File: config.mk
export PLATFORM = sky130hd
export DESIGN_NAME = hazard_scoreboard
export DESIGN_NICKNAME = d
export VERILOG_FILES = /design/src/rtl/hazard_scoreboard.sv
export SDC_FILE = /design/constraint.sdc
export NUM_CORES = 1
export LEC_CHECK = 0
export BUFFER_PORTS_ARGS = -buffer_cell sky130_fd_sc_hd__buf_2
export CORE_MARGIN = 1
export CORE_UTILIZATION = 55
export DETAILED_ROUTE_END_ITERATION = 6
export PLACE_DENSITY_LB_ADDON = 0.08
export SLEW_MARGIN = 20
export SYNTH_ARGS = -nofsm -noshare
export SYNTH_HDL_FRONTEND = slang
export SYNTH_SLANG_ARGS = --single-unit
File: constraint.sdc
create_clock -name clk -period 4.75 [get_ports clk]
set_clock_uncertainty 0.1 [all_clocks]
set_input_delay 0.2375 -clock clk [delete_from_list [all_inputs] [get_ports clk]]
set_output_delay 0.2375 -clock clk [all_outputs]
set_load 0.005 [all_outputs]
File: src/rtl/hazard_scoreboard.sv
// Load-use / forwarding hazard unit for the 5-stage MIPS pipeline.
// Shift-register scoreboard of in-flight writes, one entry per stage.
module hazard_scoreboard #(
    parameter int ADDR_W     = 5,
    parameter int FWD_STAGES = 3,
    parameter int LOAD_STAGE = 2,
    parameter int CNT_W      = 32,
    localparam int SEL_W     = $clog2(FWD_STAGES + 1)
) (
    input  logic              clk,
    input  logic              rst,
    input  logic              id_valid,
    input  logic [ADDR_W-1:0] id_rs,
    input  logic [ADDR_W-1:0] id_rt,
    input  logic              id_rs_used,
    input  logic              id_rt_used,
    input  logic              id_wen,
    input  logic [ADDR_W-1:0] id_waddr,
    input  logic              id_is_load,
    input  logic              id_is_store,
    input  logic              id_flush,
    input  logic              mem_busy,
    output logic              stall,
    output logic              bubble,
    output logic [SEL_W-1:0]  fwd_a_sel,
    output logic [SEL_W-1:0]  fwd_b_sel,
    output logic              fwd_m,
    output logic [CNT_W-1:0]  stall_cnt
);

    logic [FWD_STAGES:1] ent_v;
    logic [ADDR_W-1:0]   ent_wa  [1:FWD_STAGES];
    logic [SEL_W-1:0]    ent_rdy [1:FWD_STAGES];

    logic             a_hit, b_hit;
    logic [SEL_W-1:0] a_k, b_k, a_rdy, b_rdy;
    logic             a_haz, b_raw_haz, b_late, b_haz;
    logic             hazard, issue;

    // Find the youngest matching entry per operand; scan oldest first so
    // later (younger) hits overwrite.
    always_comb begin
        a_hit = 1'b0;
        a_k   = '0;
        a_rdy = '0;
        b_hit = 1'b0;
        b_k   = '0;
        b_rdy = '0;
        for (int k = FWD_STAGES; k >= 1; k--) begin
            if (ent_v[k] && ent_wa[k] == id_rs &&
                id_rs != '0 && id_rs_used) begin
                a_hit = 1'b1;
                a_k   = SEL_W'(k);
                a_rdy = ent_rdy[k];
            end
            if (ent_v[k] && ent_wa[k] == id_rt &&
                id_rt != '0 && id_rt_used) begin
                b_hit = 1'b1;
                b_k   = SEL_W'(k);
                b_rdy = ent_rdy[k];
            end
        end
    end

    // Forward selects and hazard; store data one stage short of ready
    // is picked up late from MEM instead of stalling.
    always_comb begin
        a_haz     = a_hit && (a_k < a_rdy);
        b_raw_haz = b_hit && (b_k < b_rdy);
        b_late    = id_is_store && b_raw_haz &&
                    ({1'b0, b_rdy} == ({1'b0, b_k} + (SEL_W+1)'(1)));
        b_haz     = b_raw_haz && !b_late;
        fwd_a_sel = (a_hit && !a_haz) ? a_k : '0;
        fwd_b_sel = (b_hit && !b_raw_haz) ? b_k : '0;
        fwd_m     = b_late;
        hazard    = id_valid && (a_haz || b_haz);
        stall     = hazard || mem_busy;
        bubble    = hazard && !mem_busy && !id_flush;
        issue     = id_valid && !hazard && !id_flush;
    end

    // Scoreboard shift: insert issued writer, age the rest; freeze on mem_busy.
    always_ff @(posedge clk or negedge rst) begin
        if (!rst) begin
            ent_v <= '0;
            for (int k = 1; k <= FWD_STAGES; k++) begin
                ent_wa[k]  <= '0;
                ent_rdy[k] <= '0;
            end
        end else if (!mem_busy) begin
            ent_v[1]   <= issue && id_wen && (id_waddr != '0);
            ent_wa[1]  <= issue ? id_waddr : '0;
            ent_rdy[1] <= !issue ? '0 :
                          id_is_load ? SEL_W'(LOAD_STAGE) : SEL_W'(1);
            for (int k = 2; k <= FWD_STAGES; k++) begin
                ent_v[k]   <= ent_v[k-1];
                ent_wa[k]  <= ent_wa[k-1];
                ent_rdy[k] <= ent_rdy[k-1];
            end
        end
    end

    // Saturating count of stalled cycles.
    always_ff @(posedge clk or negedge rst) begin
        if (!rst)
            stall_cnt <= '0;
        else if (stall && stall_cnt != {CNT_W{1'b1}})
            stall_cnt <= stall_cnt + CNT_W'(1);
    end

endmodule

Yosys cells after proc, flatten, opt, wreduce, memory -nomap -nowiden
Cells that the tools add are included.
{"block": "word_totals", "wordCells": 87, "romBits": 0, "latchBits": 0, "memories": 0, "register_bits": 56, "input_bits": 25, "out_inout_bits": 39, "ram_bits": 0}
{"block": "op_classes", "eq_ne": 8, "mul": 0, "n_reduce_logical": 44, "order_cmp": 2, "bitwise_logic": 0, "addsub": 2, "div_mod_pow": 0, "n_shift": 0, "n_mux": 23}
{"cell": "1-bit logical AND", "n": 33}
{"cell": "32-bit by 1-bit adder with 32-bit output (second input constant)", "n": 1}
{"cell": "2-bit two-way mux", "n": 16}
{"cell": "32-bit inequality test (second input constant)", "n": 1}
{"cell": "5-bit == test", "n": 6}
{"cell": "5-bit nonzero test", "n": 3}
{"cell": "1-bit zero test", "n": 6}
{"cell": "1-bit two-way mux", "n": 6}
{"cell": "5-bit two-way mux", "n": 1}
{"cell": "2-bit less-than comparator", "n": 2}
{"cell": "2-bit by 1-bit adder with 3-bit output (second input constant)", "n": 1}
{"cell": "2-bit by 3-bit == test with 1-bit output", "n": 1}
{"cell": "1-bit logical OR", "n": 2}

Depth between registers and ports, before layout
Gate-level depths: netlist of the first run.
{"block": "logic_depth", "ltp_word": 20, "ltp_mapped": 16, "depth_no_buf": 15}

Worst setup path before layout of the first run
OpenSTA, ideal clock, no wires.
{"block": "synth_path", "path_kind": "in2reg", "from": "input id_rt[1]", "to": "register stall_cnt[22]", "setup_slack_ns": 1.388, "arrival_time_ns": 3.183, "required_time_ns": 4.571, "path_buffers": 1, "setup_time_ns": 0.079, "path_stages": 14, "cell_sequence": "or4_1 o21ai_2 nor3_2 nor3b_1 a211o_1 o21ai_0 ha_1 a21oi_1 a21bo_2 o311ai_4 nand2_2 buf_6 nor3_2 xor2_1"}
{"block": "synth_between", "elab_chain_len": 17, "word_cells_on_any_way": 34, "classes_between": "add/sub: 1; order compare: 1; eq/ne: 4; mux: 9; reduce/logical: 19"}
{"element": "from (decl)", "line_no": "14", "rtl": "input logic [ADDR_W-1:0] id_rt,"}
{"element": "parallel branches: the longest is 12 deep, another holds 2-bit by 1-bit adder with 3-bit output"}
{"element": "1-bit logical AND (*)", "line_no": "72", "rtl": "b_haz = b_raw_haz && !b_late;"}
{"element": "1-bit logical OR (*)", "line_no": "76", "rtl": "hazard = id_valid && (a_haz || b_haz);"}
{"element": "1-bit logical AND (*)", "line_no": "76"}
{"element": "1-bit logical OR (*)", "line_no": "77", "rtl": "stall = hazard || mem_busy;"}
{"element": "1-bit logical AND (*)", "line_no": "107", "rtl": "else if (stall && stall_cnt != {CNT_W{1'b1}})"}
{"element": "to (signal assigned)", "line_no": "108", "rtl": "stall_cnt <= stall_cnt + CNT_W'(1);"}
{"element": "to (decl)", "line_no": "28", "rtl": "output logic [CNT_W-1:0] stall_cnt"}
Mark *: on every way between the ends.
A chain may end at the register's enable or synchronous reset.

Worst setup path in the final report of the first run
{"block": "layout_path", "from": "register ent_wa[2] in the netlist's numbering", "to": "output stall"}
{"block": "layout_between", "elab_chain_len": 16, "word_cells_on_any_way": 39, "classes_between": "add/sub: 1; order compare: 2; eq/ne: 3; mux: 18; reduce/logical: 15"}
{"element": "from (decl)", "line_no": "32", "rtl": "logic [ADDR_W-1:0] ent_wa [1:FWD_STAGES];"}
{"element": "from (signal, indexed assignment)", "line_no": "97", "rtl": "ent_wa[k] <= ent_wa[k-1];"}
{"element": "parallel branches: the longest is 13 deep, another holds 2-bit by 1-bit adder with 3-bit output"}
{"element": "1-bit logical OR (*)", "line_no": "76"}
{"element": "1-bit logical AND (*)", "line_no": "76"}
{"element": "1-bit logical OR (*)", "line_no": "77"}
{"element": "to (decl)", "line_no": "23", "rtl": "output logic stall,"}
Marks and branches as above.

==> results of run 1 <==
-- cell type report --
type / count / area, µm²
sequential: 56 / 1401
clock buffer: 5 / 68.82
timing repair buffer: 65 / 332.8
fill: 484 / 1882
clock inverter: 3 / 18.77
tap: 72 / 90.09
multi-input combinational: 235 / 1739
inverter: 11 / 41.29
-- path summary, 6_finish.rpt --
kind | from | to | slack [ns] | cells past startpoint
min reg2reg | stall_cnt[31]$_DFFE_PN0P_ | stall_cnt[31]$_DFFE_PN0P_ | 0.40 | 1
min | id_is_load | ent_rdy[4]$_DFFE_PN0N_ | 0.01 | 2
max in group asynchronous | rst | ent_wa[0]$_DFFE_PN0N_ | 3.61 | 3
max | ent_wa[2]$_DFFE_PN0N_ | stall | 0.64 | 12
min in group asynchronous | rst | ent_wa[2]$_DFFE_PN0N_ | 0.48 | 3
max reg2reg | ent_wa[2]$_DFFE_PN0N_ | stall_cnt[20]$_DFFE_PN0P_ | 0.72 | 13
-- metrics by stage --
stage	setup slack [ns]	util	hold WS [ns]
after floorplan	1.388	-	-0.1581
final	0.6442	0.6624	0.01488
after global placement	0.7792	0.6440	0.3258
after CTS	0.4238	0.6615	0.006738
after global routing	0.3481	0.6624	0.03121
after detailed placement	0.5635	0.6440	0.3199
-- cell usage in the layout, fill, tap and decap left out, types with 3 or more instances in the layout --
cell type	n
o21ai_0	5
nand4_1	14
a22o_1	6
nand2_1	22
nor3_1	6
mux2_2	16
and3_1	4
xor2_1	36
dfrtp_1	56
nand3_1	15
nor3b_1	3
nor2_1	26
inv_1	11
nor2b_1	3
nor4_1	7
buf_2	63
a21oi_1	4
xnor2_1	25
nor3_2	8
clkbuf_8	5
ha_1	5
-- kinds of logic after synthesis --
logic type                 after synthesis
DFF                                     56
xor gates and xnor gates                61
and+or+nand+nor                        120
muxes                                   17
buffers and inverters                   18
AOI/OAI and AO/OA                       32
adders and majority gates                5
-- flip-flops by register name, summed over array words and instances, names as in the netlist --
signal     flops
ent_rdy        6
ent_v          3
ent_wa        15
stall_cnt     32
-- layer usage --
layer,wire (µm),part of all wire,track usage
met3,277,0.040,0.02791
met4,89,0.013,0.08889
met2,3385,0.49,0.3895
met1,3158,0.46,0.3417
met5,0,0,0
-- power breakdown --
part           switching, W  internal (W)
Clock              0.000159      0.000103
Combinational      0.000101     0.0000959
Sequential        0.0000559      0.000522
Total              0.000316      0.000722
==> impl_metrics.py, run 1 <==
metrics = {
    "floorplan": {
        "io_pins": 64,
        "die_w_um": 78.42,
        "dieArea_um2": 6149,
        "die_h_um": 78.42,
        "initial_core_util": 0.5762,
        "coreArea_um2": 5574,
        "num_rows": 27,
    },
    "synth": {
        "synth_cell_types": 49,
        "synth.most_common_cell": "dfrtp_1",
        "synth_cells": 309,
        "synth_mux_area_frac": 0.06077,
        "yosys.area_share.adder": 0.01948,
        "syn_area_um2": 3212,
        "yosys.area_share.simple": 0.2092,
        "synth_top_family_by_area": "simple AND/OR/NAND/NOR gates",
        "synth.avg_cell_area_um2": 10.39,
        "yosys_warnings": 0,
        "synth_area_leaders": "dfrtp_1, xor2_1, xnor2_1",
        "synth_top_area_cell": "dfrtp_1",
        "synth_flop_cell": "dfrtp_1",
        "netlist.area_leader.share": 0.4363,
        "synth_common_cells": "dfrtp_1, xor2_1, nor2_1, xnor2_1, nand2_1",
        "ys_seq_elements": 56,
        "synth_edf_count": 0,
        "ys_seq_area_frac": 0.4363,
        "synth_xor_area_frac": 0.1663,
        "synth_compound_area_frac": 0.08414,
        "synthArstFlopShare": 1.000,
        "synthesis.nets": 339,
    },
    "place": {
        "io_buffers": 63,
        "place_area_um2": 3590,
        "gp_congestion": 0.8219,
        "dp_cells": 438,
        "hpwl_um": 5059,
    },
    "cts": {
        "post_cts_buffers": 0,
        "cts_resized": 0,
        "cts_tree": "done",
        "clock_latency_ns": 0.32,
        "cts-root-buf": "clkbuf_8",
        "clk_pin_slew_ns": 0.10,
        "htreeDepth": 2,
        "clockBufferDepth": 2,
        "clock-sinks": 56,
        "hold_buffers": 1,
        "cts_buffers": 5,
    },
    "global_routing": {
        "grt_usage": 0.2434,
        "grt_pass1_vias": 2363,
        "antenna_found_initial": 0,
        "grt_pass1_wl_um": 11430,
        "grt_overflow": 0,
        "grt_max_degree": 57,
    },
    "routing": {
        "viasPerCell": 5.613,
        "num_vias": 2509,
        "drt_pass1_iterations": 6,
        "drt-wirelength-per-cell_um": 15.46,
        "drt_iter0_markers": 140,
        "wl_um": 6911,
        "final_antenna_net_count": 0,
        "drcViolationCount": 0,
    },
    "finish": {
        "area_growth_pct": 14.96,
        "drive_above_1_share": 0.2907,
        "stdcell_area_um2": 3692,
        "insertedDiodeCount": 0,
        "fin_nets": 404,
        "fin_cells": 447,
    },
    "sta": {
        "slew_violations": 0,
        "fmax_mhz": 243.6,
        "setup_violations": 0,
        "maxSlewHeadroom": 0.5383,
        "finalHoldViolCount": 0,
        "worst_pin_slew_ns": 0.6926,
        "fin_setup_tns_ns": 0,
        "period_share": 0.8644,
        "period_needed_ns": 4.106,
        "rsz0062_at_grt": "false",
    },
    "hold_path": {
        "min_path_type": "in2reg",
    },
    "setup_path": {
        "path_cells": "xor2_1, nor4_1, nand4b_2, nor3b_1, a211o_1, o21ai_0, ha_1, a21oi_1, a21bo_2, o31ai_2, a21o_1, buf_2",
        "critPathKind": "reg2out",
        "slowest_stage": "dfrtp_1",
        "critPathLaunchType": "flip-flop",
        "path_delay_family": "compound AO/OA/AOI/OAI gates",
        "end_kind": "primary output",
        "crit_fanout": 5,
        "arrival_ns": 3.77,
        "critPathMaxStageDelay_ns": 0.43,
        "cp_num_buf_inv": 1,
        "worstPathRequired_ns": 4.41,
    },
    "status": {
        "status": "finished clean",
    },
    "power": {
        "power_density_nw_per_um2": 280.9,
        "leakagePower_nw": 1.836,
        "finalPower_w": 0.001037,
        "max-vdd-ir-drop_mv": 0.3103,
    },
    "job": {
        "cap_violations": 0,
    },
}
No activity file was read; power rests on OpenSTA's default activity.
==> inputs of run 2 (changes only) <==
--- a/config.mk
+++ b/config.mk
@@ -9,7 +9,7 @@
 export CORE_MARGIN = 1
 export CORE_UTILIZATION = 55
 export DETAILED_ROUTE_END_ITERATION = 6
-export PLACE_DENSITY_LB_ADDON = 0.08
+export PLACE_DENSITY = 0.8
 export SLEW_MARGIN = 20
 export SYNTH_ARGS = -nofsm -noshare
 export SYNTH_HDL_FRONTEND = slang
==> impl_metrics.py, run 2 (synthesis gave the netlist of run 1 again) <==
metrics = {
    "status": {
        "status": "finished clean",
    },
    "global_routing": {
        "antenna_found_initial": 0,
        "grt_pass1_wl_um": 12030,
        "grt_usage": 0.2491,
        "grt_pass1_vias": 2486,
        "grt_overflow": 0,
        "grt_max_degree": 57,
    },
    "cts": {
        "clk_pin_slew_ns": 0.11,
        "clockBufferDepth": 2,
        "clock_latency_ns": 0.31,
        "cts_buffers": 5,
        "clock-sinks": 56,
        "htreeDepth": 2,
        "post_cts_buffers": 0,
        "cts-root-buf": "clkbuf_8",
        "cts_tree": "done",
    },
    "floorplan": {
        "num_rows": 27,
        "coreArea_um2": 5574,
        "io_pins": 64,
        "die_w_um": 78.42,
        "die_h_um": 78.42,
        "dieArea_um2": 6149,
        "initial_core_util": 0.5762,
    },
    "finish": {
        "fillCellCount": 448,
        "drive_above_1_share": 0.2907,
        "final_common_cell": "buf_2",
        "largest_reg_flops": 32,
        "stdcell_area_um2": 3701,
        "fin_nets": 404,
        "reg.largest.list": "stall_cnt (32), ent_wa (15), ent_rdy (6)",
        "area_growth_pct": 15.23,
        "multi_input_area_um2": 1739,
        "layout_common_cells": "buf_2, dfrtp_1, xor2_1, nor2_1, xnor2_1",
        "insertedDiodeCount": 0,
        "regArea_um2": 1401,
        "top_register": "stall_cnt",
    },
    "place": {
        "pre_cts_ws_ns": 0.6659,
        "io_buffers": 63,
        "gp_congestion": 0.8570,
        "hpwl_um": 5220,
        "place_area_um2": 3590,
    },
    "power": {
        "max-vdd-ir-drop_mv": 0.2264,
        "leakagePower_nw": 1.840,
        "power_density_nw_per_um2": 286.8,
    },
    "setup_path": {
        "worstPathRequired_ns": 4.41,
        "end_kind": "primary output",
        "arrival_ns": 3.69,
        "critPathKind": "reg2out",
        "crit_fanout": 5,
        "critPathLaunchType": "flip-flop",
    },
    "routing": {
        "viasPerCell": 5.702,
        "met1_length_um": 3088,
        "wl_met3_um": 275,
        "drt-wirelength-per-cell_um": 15.83,
        "highest-signal-layer": "met4",
        "drt_pass1_iterations": 4,
        "drt_iter0_markers": 140,
        "wl_um": 7077,
        "final_antenna_net_count": 0,
        "num_vias": 2549,
        "dr_wl_met2_um": 3639,
        "drcViolationCount": 0,
    },
    "sta": {
        "rsz0062_at_grt": "false",
        "worst_pin_slew_ns": 0.7143,
        "fin_setup_tns_ns": 0,
        "period_needed_ns": 4.027,
        "setup_violations": 0,
        "finalHoldViolCount": 0,
        "setup_ws_ns": 0.7235,
        "fmax_mhz": 248.4,
        "slew_violations": 0,
        "period_share": 0.8477,
        "maxSlewHeadroom": 0.5238,
    },
    "hold_path": {
        "min_path_type": "in2reg",
    },
    "job": {
        "cap_violations": 0,
    },
}
==> run 2: cell types whose count changed in the layout (fill, tap and decap cells not counted), sizes merged <==
cell,change
inv,+1
clkinv,-2
clkbuf,+1
==> run 2: cell type report <==
| type | instances | area share |
|---|---|---|
| Inverter | 11 | 0.01116 |
| Clock buffer | 6 | 0.02231 |
| Sequential cell | 56 | 0.3786 |
| Multi-Input combinational cell | 235 | 0.4699 |
| Tap cell | 72 | 0.02434 |
| Clock inverter | 2 | 0.003719 |
| Timing Repair Buffer | 65 | 0.08993 |
==> run 2: layer usage <==
metal | vias to the layer above | track usage
li1 | 1224 | -
met1 | 1253 | 0.3209
met2 | 64 | 0.4360
met3 | 8 | 0.04419
met4 | 0 | 0.05741
met5 | - | 0
==> run 2: final timing paths <==
| kind | depth (start not counted) | slack, ns | to | startpoint |
|---|---|---|---|---|
| min | 2 | 0.04 | ent_rdy[4]$_DFFE_PN0N_ | id_is_load |
| min in group asynchronous | 3 | 0.47 | ent_wa[7]$_DFFE_PN0N_ | rst |
| max in group asynchronous | 3 | 3.59 | stall_cnt[20]$_DFFE_PN0P_ | rst |
| min reg2reg | 1 | 0.41 | stall_cnt[31]$_DFFE_PN0P_ | stall_cnt[31]$_DFFE_PN0P_ |
| max | 12 | 0.72 | stall | ent_wa[2]$_DFFE_PN0N_ |
| max reg2reg | 13 | 0.81 | stall_cnt[16]$_DFFE_PN0P_ | ent_wa[2]$_DFFE_PN0N_ |
==> run 2: stage by stage <==
| step | instances | hold slack (ns) | power, W | utilization |
|---|---|---|---|---|
| 2_1_floorplan | 309 | -0.1581 | 0.0006971 | - |
| 4_1_cts | 447 | 0.03479 | 0.001064 | 0.6631 |
| 3_3_place_gp | 438 | 0.3177 | 0.0007760 | 0.6440 |
| 3_5_place_dp | 438 | 0.3198 | 0.0007845 | 0.6440 |
| 6_report | 447 | 0.03555 | 0.001062 | 0.6640 |
| 5_1_grt | 447 | 0.03924 | 0.001115 | 0.6640 |
==> run 2: where the power goes <==
| group | internal (W) | switching, W | total (W) | leakage, nW |
|---|---|---|---|---|
| registers | 0.000522 | 0.0000587 | 0.000581 | 0.746 |
| logic | 0.0000959 | 0.0000990 | 0.000195 | 1.04 |
| clock network | 0.000120 | 0.000166 | 0.000286 | 0.0516 |
==> run 2: worst max-delay path: stages (launching register included) <==
cell,delay (ns)
dfrtp_1,0.43
xor2_1,0.17
nor4_1,0.35
nand4b_2,0.18
nor3b_1,0.40
a211o_1,0.17
o21ai_0,0.08
ha_1,0.28
a21oi_1,0.22
a21bo_2,0.30
o31ai_2,0.39
a21o_1,0.27
buf_2,0.14
==> run 2: timing repair <==
item | CTS | global route
hold buffers | 1 | 0
gates resized for setup | 0 | 0
endpoints found under the setup margin | 0 | 0
hold endpoints to repair | 56 | 0
==> inputs of run 3 (changes only) <==
==> constraint.sdc (replaced) <==
create_clock -name clk -period 4.2 [get_ports clk]
set_clock_uncertainty 0.1 [all_clocks]
set_input_delay 0.21 -clock clk [delete_from_list [all_inputs] [get_ports clk]]
set_output_delay 0.21 -clock clk [all_outputs]
set_load 0.005 [all_outputs]
==> impl_metrics.py, run 3 (synthesis gave the netlist of run 1 again) <==
metrics = {
    "sta": {
        "worst_pin_slew_ns": 0.7027,
        "rsz0062_at_grt": "false",
        "finalHoldViolCount": 0,
        "slew_violations": 0,
        "fmax_mhz": 261.2,
        "fin_setup_tns_ns": 0,
        "maxSlewHeadroom": 0.5316,
        "setup_violations": 0,
        "period_share": 0.9116,
        "setup_ws_ns": 0.3713,
        "period_needed_ns": 3.829,
    },
    "routing": {
        "drt_iter0_markers": 148,
        "drt-wirelength-per-cell_um": 15.47,
        "num_vias": 2559,
        "drcViolationCount": 0,
        "final_antenna_net_count": 0,
        "viasPerCell": 5.712,
        "drt_pass1_iterations": 4,
        "wl_um": 6932,
    },
    "cts": {
        "cts-root-buf": "clkbuf_8",
        "clockBufferDepth": 2,
        "clk_pin_slew_ns": 0.11,
        "post_cts_buffers": 0,
        "clock-sinks": 56,
        "cts_tree": "done",
        "cts_buffers": 5,
        "htreeDepth": 2,
        "clock_latency_ns": 0.31,
    },
    "finish": {
        "fillCellCount": 458,
        "fin_nets": 405,
        "top_register": "stall_cnt",
        "insertedDiodeCount": 0,
        "final_common_cell": "buf_2",
        "area_growth_pct": 16.01,
        "final_util": 0.6685,
        "drive_above_1_share": 0.2926,
        "largest_reg_flops": 32,
        "layout_common_cells": "buf_2, dfrtp_1, xor2_1, nor2_1, xnor2_1",
        "reg.largest.list": "stall_cnt (32), ent_wa (15), ent_rdy (6)",
    },
    "floorplan": {
        "dieArea_um2": 6149,
        "initial_core_util": 0.5762,
        "coreArea_um2": 5574,
        "die_w_um": 78.42,
        "num_rows": 27,
        "die_h_um": 78.42,
        "io_pins": 64,
    },
    "place": {
        "gp_congestion": 0.8569,
        "io_buffers": 63,
        "hpwl_um": 5145,
        "pre_cts_ws_ns": 0.09711,
    },
    "setup_path": {
        "slowest_stage": "dfrtp_1",
        "rr_startpoint": "ent_wa[2]$_DFFE_PN0N_",
        "critPathLaunch": "ent_wa[2]$_DFFE_PN0N_",
        "crit_fanout": 5,
        "critPathKind": "reg2out",
        "cp_num_buf_inv": 1,
        "end_kind": "primary output",
        "critPathMaxStageDelay_ns": 0.43,
        "worstPathRequired_ns": 3.89,
        "path_cells": "xor2_1, nor4_1, nand4b_2, nor3b_2, a211o_1, o21ai_0, ha_1, a21oi_1, a21bo_2, o31ai_2, a21o_1, buf_2",
        "path_delay_family": "compound AO/OA/AOI/OAI gates",
        "critPathLaunchType": "flip-flop",
        "arrival_ns": 3.52,
    },
    "global_routing": {
        "grt_usage": 0.2418,
        "grt_overflow": 0,
        "grt_max_degree": 57,
        "antenna_found_initial": 0,
        "grt_pass1_wl_um": 11650,
        "grt_pass1_vias": 2534,
    },
    "power": {
        "max-vdd-ir-drop_mv": 0.2444,
        "power_density_nw_per_um2": 314.8,
        "leakagePower_nw": 1.852,
    },
    "hold_path": {
        "worstHoldStart": "id_waddr[2]",
        "min_path_type": "in2reg",
    },
    "job": {
        "cap_violations": 0,
    },
    "status": {
        "status": "finished clean",
    },
}
[run 3: where the power goes]
| group | switching, W | internal (W) | total [W] |
|---|---|---|---|
| clock | 0.000178 | 0.000120 | 0.000297 |
| sequential | 0.0000628 | 0.000591 | 0.000654 |
| combinational | 0.000113 | 0.000109 | 0.000222 |
| total | 0.000353 | 0.000820 | 0.00117 |
[run 3: cell type report]
type	instances	area, µm²	area share
clock buffer	6	72.57	0.01948
clock inverter	2	13.76	0.003694
inverter	11	41.29	0.01108
multi-input combinational	235	1764	0.4735
sequential	56	1401	0.3761
tap	72	90.09	0.02418
timing repair buffer	66	342.8	0.09201
[run 3: worst paths after layout]
kind / to / slack (ns) / depth (start not counted)
hold / removal: ent_wa[12]$_DFFE_PN0N_ / 0.03 / 2
setup / recovery: stall / 0.37 / 12
setup reg to reg: stall_cnt[19]$_DFFE_PN0P_ / 0.43 / 13
min in group asynchronous: ent_wa[2]$_DFFE_PN0N_ / 0.45 / 3
max in group asynchronous: ent_rdy[4]$_DFFE_PN0N_ / 3.07 / 3
hold reg to reg: stall_cnt[29]$_DFFE_PN0P_ / 0.38 / 1
[run 3: worst reg2reg max path: cells and delay by family, from the launching register on]
family | cells | cell delay (ns)
xor gates and xnor gates | 2 | 0.33
DFF | 1 | 0.43
adders and majority gates | 1 | 0.27
AOI/OAI and AO/OA | 5 | 1.09
and+or+nand+nor | 5 | 1.46
[run 3: routing by layer]
layer | routed length, µm | track usage | share of wire | vias up
met3 | 344 | 0.05581 | 0.050 | 11
met2 | 3486 | 0.4149 | 0.50 | 65
li1 | - | - | - | 1223
met5 | 0 | 0 | 0 | -
met1 | 2994 | 0.3034 | 0.43 | 1260
met4 | 106 | 0.07222 | 0.015 | 0
[run 3: timing repair]
| item | CTS | global route |
|---|---|---|
| hold buffers | 1 | 1 |
| endpoints found under the setup margin | 1 | 4 |
| gates resized for setup | 1 | 5 |
| endpoints found under the hold margin | 56 | 1 |
[run 3: metrics by stage]
| stage | cell area, µm² | hold slack [ns] | instances | total power [W] |
|---|---|---|---|---|
| after detailed placement | 3590 | 0.2881 | 438 | 0.0008847 |
| after floorplan | 3212 | -0.1856 | 309 | 0.0007884 |
| after CTS | 3691 | 0.004407 | 447 | 0.001184 |
| final | 3726 | 0.02926 | 448 | 0.001173 |
| after global routing | 3726 | 0.02282 | 448 | 0.001240 |
| after global placement | 3590 | 0.2889 | 438 | 0.0008777 |
